## config.mk

```make
export PLATFORM = sky130hd
export DESIGN_NAME = store_unit
export DESIGN_NICKNAME = d
export VERILOG_FILES = /design/src/rtl/store_unit.sv
export SDC_FILE = /design/constraint.sdc
export NUM_CORES = 1
export LEC_CHECK = 0
export ABC_AREA = 0
export BUFFER_PORTS_ARGS = -buffer_cell sky130_fd_sc_hd__clkbuf_2
export CAP_MARGIN = 20
export CORE_ASPECT_RATIO = 0.6
export CORE_UTILIZATION = 43
export DETAILED_ROUTE_END_ITERATION = 6
export GPL_ROUTABILITY_DRIVEN = 0
export PLACE_DENSITY_LB_ADDON = 0.3
export SYNTH_ARGS = -nofsm -noshare
export SYNTH_HDL_FRONTEND = slang
export SYNTH_SLANG_ARGS = --single-unit
export TNS_END_PERCENT = 100
```

## constraint.sdc

```tcl
create_clock -name clk -period 1.88 [get_ports clk]
set_input_delay 0.188 -clock clk [delete_from_list [all_inputs] [get_ports clk]]
set_output_delay 0.188 -clock clk [all_outputs]
set_load 0.01 [all_outputs]
```

## src/rtl/store_unit.sv

```systemverilog
// store_unit: memory-stage store path.
//
// Decodes a store against the address map, aligns data and byte enables for
// DMEM/IMEM, and forwards UART TX bytes through a one-entry buffer with a
// ready/valid handshake. Every memory/MMIO output is registered: a store
// accepted at edge N is visible during cycle N+1 only.
//
// Ports:
//   clk, rst_n             clock, synchronous active-low reset
//   st_valid/addr/data/funct3  store issued by the pipeline
//   stall                  combinational; UART buffer cannot take the store
//   dmem_we, imem_we       byte enables
//   mem_addr, mem_din      word address and lane-aligned data
//   uart_tx_data/valid/ready  one-entry TX buffer handshake
//   ctr_reset              pulse clearing cycle/instret counters
//   misaligned             pulse marking a dropped misaligned store
//
// Configuration macro: STORE_CTR_RST_EN enables the counter-reset register at
// 0x80000018; without it ctr_reset is tied to 0.
module store_unit #(
  parameter int unsigned MEM_AW = 14
) (
  input  logic              clk,
  input  logic              rst_n,
  input  logic              st_valid,
  input  logic [31:0]       st_addr,
  input  logic [31:0]       st_data,
  input  logic [2:0]        st_funct3,
  output logic              stall,
  output logic [3:0]        dmem_we,
  output logic [3:0]        imem_we,
  output logic [MEM_AW-1:0] mem_addr,
  output logic [31:0]       mem_din,
  output logic [7:0]        uart_tx_data,
  output logic              uart_tx_valid,
  input  logic              uart_tx_ready,
  output logic              ctr_reset,
  output logic              misaligned
);

  localparam logic [31:0] UartTxAddr = 32'h8000_0008;
  localparam logic [31:0] CtrRstAddr = 32'h8000_0018;

  typedef enum logic {StEmpty, StFull} state_e;

  state_e state_q, state_d;

  logic [3:0]        dmem_we_q, dmem_we_d;
  logic [3:0]        imem_we_q, imem_we_d;
  logic [MEM_AW-1:0] mem_addr_q, mem_addr_d;
  logic [31:0]       mem_din_q, mem_din_d;
  logic [7:0]        uart_data_q, uart_data_d;
  logic              ctr_reset_q, ctr_reset_d;
  logic              misaligned_q, misaligned_d;

  // Address decode
  logic is_dmem, is_imem, is_uart, is_ctr;
  always_comb begin
    is_dmem = (st_addr[31:28] == 4'b0001) || (st_addr[31:28] == 4'b0011);
    is_imem = (st_addr[31:28] == 4'b0010) || (st_addr[31:28] == 4'b0011);
    is_uart = (st_addr == UartTxAddr);
    is_ctr  = (st_addr == CtrRstAddr);
  end

  // Alignment of byte enables and data lanes
  logic [1:0]  off;
  logic [3:0]  be;
  logic [31:0] din_al;
  logic        f3_ok, mis;
  always_comb begin
    off    = st_addr[1:0];
    be     = 4'b0000;
    din_al = 32'h0;
    f3_ok  = 1'b1;
    mis    = 1'b0;
    case (st_funct3)
      3'b000: begin
        be     = 4'b0001 << off;
        din_al = {4{st_data[7:0]}};
      end
      3'b001: begin
        be     = 4'b0011 << off;
        din_al = {2{st_data[15:0]}};
        mis    = off[0];
      end
      3'b010: begin
        be     = 4'b1111;
        din_al = st_data;
        mis    = (off != 2'b00);
      end
      default: f3_ok = 1'b0;
    endcase
  end

  logic hs, uart_acc;
  always_comb begin
    hs       = uart_tx_valid && uart_tx_ready;
    stall    = st_valid && is_uart && (state_q == StFull) && !hs;
    uart_acc = st_valid && is_uart && !stall;
  end

  always_comb begin
    dmem_we_d    = 4'b0000;
    imem_we_d    = 4'b0000;
    mem_addr_d   = '0;
    mem_din_d    = 32'h0;
    misaligned_d = 1'b0;
    ctr_reset_d  = 1'b0;
    uart_data_d  = uart_data_q;
    state_d      = state_q;

    if (st_valid && (is_dmem || is_imem) && f3_ok) begin
      if (mis) begin
        misaligned_d = 1'b1;
      end else begin
        dmem_we_d  = is_dmem ? be : 4'b0000;
        imem_we_d  = is_imem ? be : 4'b0000;
        mem_addr_d = st_addr[MEM_AW+1:2];
        mem_din_d  = din_al;
      end
    end

`ifdef STORE_CTR_RST_EN
    ctr_reset_d = st_valid && is_ctr;
`else
    ctr_reset_d = 1'b0 & is_ctr;
`endif

    // A new byte may replace a full buffer only in the handshake cycle,
    // which is exactly when uart_acc is allowed while full.
    unique case (state_q)
      StEmpty: begin
        if (uart_acc) begin
          uart_data_d = st_data[7:0];
          state_d     = StFull;
        end
      end
      StFull: begin
        if (uart_acc) begin
          uart_data_d = st_data[7:0];
        end else if (hs) begin
          state_d = StEmpty;
        end
      end
      default: state_d = StEmpty;
    endcase
  end

  always_ff @(posedge clk) begin
    if (!rst_n) begin
      state_q      <= StEmpty;
      dmem_we_q    <= 4'b0000;
      imem_we_q    <= 4'b0000;
      mem_addr_q   <= '0;
      mem_din_q    <= 32'h0;
      uart_data_q  <= 8'h00;
      ctr_reset_q  <= 1'b0;
      misaligned_q <= 1'b0;
    end else begin
      state_q      <= state_d;
      dmem_we_q    <= dmem_we_d;
      imem_we_q    <= imem_we_d;
      mem_addr_q   <= mem_addr_d;
      mem_din_q    <= mem_din_d;
      uart_data_q  <= uart_data_d;
      ctr_reset_q  <= ctr_reset_d;
      misaligned_q <= misaligned_d;
    end
  end

  assign dmem_we       = dmem_we_q;
  assign imem_we       = imem_we_q;
  assign mem_addr      = mem_addr_q;
  assign mem_din       = mem_din_q;
  assign uart_tx_data  = uart_data_q;
  assign uart_tx_valid = (state_q == StFull);
  assign ctr_reset     = ctr_reset_q;
  assign misaligned    = misaligned_q;

endmodule

```

==> flow_metrics.env <==
export IMPL_worst_slack_ps=127
export IMPL_syn2layout_area_growth_pct=42.3
export IMPL_total_power_mw=3.09
export IMPL_synth_top_area_share_pct=54.0
export IMPL_drive_gt1_share_pct=42.3
export IMPL_multi_input_area_sq_mm=0.00103
export IMPL_fmax_ghz=0.570
export IMPL_synthesis_area_sq_mm=0.00237
export IMPL_whs_ps=67.6
export IMPL_crit_type="in2out"
export IMPL_antenna_left=0
export IMPL_hold_viol_final=0
export IMPL_avgRoutedWirePerCell_um=13.8
export IMPL_rows=20
export IMPL_setup_viol=0
export IMPL_grt_usage_pct=22.2
export IMPL_required_ps=1690
export IMPL_grt_overflow=0
export IMPL_outcome="finished with violations"
export IMPL_synthTopCellsByArea="dfxtp_1, and2_1, a2bb2oi_1"
export IMPL_layout_nets=461
export IMPL_worst_slew_pin_slew_ps=1060
export IMPL_setup_tns_ps=0
export IMPL_cts_setup_buffers=0
export IMPL_start_util_pct=45.8
export IMPL_drt_iter0_markers=61
export IMPL_die_area_sq_mm=0.00583
export IMPL_cts_max_level=3
export IMPL_vias=2282
export IMPL_violations="design-rule violations"
export IMPL_syn_nets=324
export IMPL_ys_warn_count=0
export IMPL_min_period_ps=1750
export IMPL_cts_buffer_depth=2
export IMPL_ys_types=30
export IMPL_pre_cts_ws_ps=149
export IMPL_clk_pin_slew_ps=70
export IMPL_r2r_slack_ps=350
export IMPL_synth_most_common_cell="dfxtp_1"
export IMPL_cts_tree="yes"
export IMPL_port_buffers=135
export IMPL_firstDrtPassIters=6
export IMPL_synth_ff_type="dfxtp_1"
export IMPL_syn_area_per_cell_sq_um=9.38
export IMPL_ys_async_sr_fraction_pct=0
export IMPL_drv_cap=0
export IMPL_grt_pass1_wl_um=9760
export IMPL_insertion_delay_ps=330
export IMPL_numCtsBuffers=9
export IMPL_min_delay_path_class="in2reg"
export IMPL_irDropWorstVdd_uv=418
export IMPL_skew_ps=5.19
export IMPL_startpoint_type="input port"
export IMPL_cts_root_buf="clkbuf_8"
export IMPL_antenna_found_initial=0
export IMPL_powerDensity_mw_per_mm2=914
export IMPL_ys_seq_area_share_pct=54.0
export IMPL_worstPathMaxFanout=2
export IMPL_viasPerCell=4.95
export IMPL_synth_edff_count=0
export IMPL_wirelength_um=6370
export IMPL_die_y_um=59.6
export IMPL_slew_violations=0
export IMPL_grt_use_met2_pct=37.6
export IMPL_ios=137
export IMPL_grt_start_max_net_pins=25
export IMPL_antenna_cells=0
export IMPL_cp_end_kind="primary output"
export IMPL_fillers=463
export IMPL_cts_hold_fix_buffers=0
export IMPL_cts_resized=0
export IMPL_use_met1_pct=25.2
export IMPL_dp_hpwl_um=4810
export IMPL_p_leak_nw=1.59
export IMPL_clock_sinks=64
export IMPL_synthTopCellsByCount="dfxtp_1, nor2_1, a21oi_1, and2_1, nand2_1"
export IMPL_critPathArrivalTime_ps=1570
export IMPL_dieWidth_um=97.9
export IMPL_syn_inst=253
export IMPL_ys_ff_latch=64
export IMPL_grt_pass1_vias=2084
export IMPL_core_area_sq_mm=0.00518
export IMPL_synth_area_leader_cell="dfxtp_1"
export IMPL_top_usage_layer="met2"
export IMPL_post_route_drc_count=6
export IMPL_rsz0062_at_grt="false"
export IMPL_met3_usage_pct=9.32
export IMPL_finalCritPeriodShare_pct=93.2
export IMPL_slew_headroom_pct=29.3
export IMPL_seq_area_sq_mm=0.00128
## layout make-up
cell class	instances	share of cell area [%]
Multi-Input combinational cell	173	30.5
Clock buffer	11	4.48
Sequential cell	64	37.9
Tap cell	66	2.45
Timing Repair Buffer	142	21.6
Clock inverter	5	3.04
## metal layers
| metal | share of wire, % | up-vias |
|---|---|---|
| met5 | 0 | - |
| met2 | 47 | 99 |
| li1 | - | 1132 |
| met4 | 1.3 | 0 |
| met1 | 42 | 1043 |
| met3 | 9.9 | 8 |
## report_power, final
group	internal, mW	total (mW)	switching [mW]	leakage (nW)
logic	0.122	0.252	0.130	0.953
registers	1.36	1.36	0.00112	0.515
clock network	0.951	1.47	0.522	0.126
## critical path, cell delays in order
cell and delay (ps):
clkbuf_2 110, nor4_2 320, nand4_1 230, nor4_1 410, and2_1 180, clkbuf_2 120
## state kept, by name, summed over array words and instances (netlist names)
signal	flops
uart_tx_valid	1
imem_we	4
mem_din	32
mem_addr	14
misaligned	1
uart_tx_data	8
dmem_we	4
## layout by cell type, fill, tap and decap left out, types with 3 or more instances in the layout
cell	count
bufinv_16	3
nor3_1	8
mux2i_1	8
nand2_1	23
clkbuf_8	11
a21oi_1	27
nor2_1	31
nor4_1	3
o21ai_0	3
buf_4	7
dfxtp_1	64
nor2b_1	12
a2bb2oi_1	16
clkbuf_2	135
and2_1	23
## worst paths after layout
check | start | to | depth (start not counted)
min | st_addr[3] | mem_addr[1] | 2
max | st_addr[4] | stall | 6
max reg2reg | uart_tx_valid | uart_tx_data[6] | 5
min reg2reg | uart_tx_data[1] | uart_tx_data[1] | 2
## kinds of logic after synthesis
group | count (synthesis) | synth area share (%)
DFF | 64 | 54.0
and+or+nand+nor | 114 | 26.4
muxes | 8 | 3.37
buffers and inverters | 16 | 2.74
other | 1 | 0.158
AOI/OAI and AO/OA | 50 | 13.4
## metrics by stage
step | cells | instance area, sq um | utilization, %
2_1_floorplan | 253 | 2370 | -
3_3_place_gp | 445 | 3120 | 60.3
3_5_place_dp | 445 | 3120 | 60.3
4_1_cts | 461 | 3380 | 65.2
5_1_grt | 461 | 3380 | 65.2
6_report | 461 | 3380 | 65.2
Note: power is estimated with default switching activity, not from simulation.
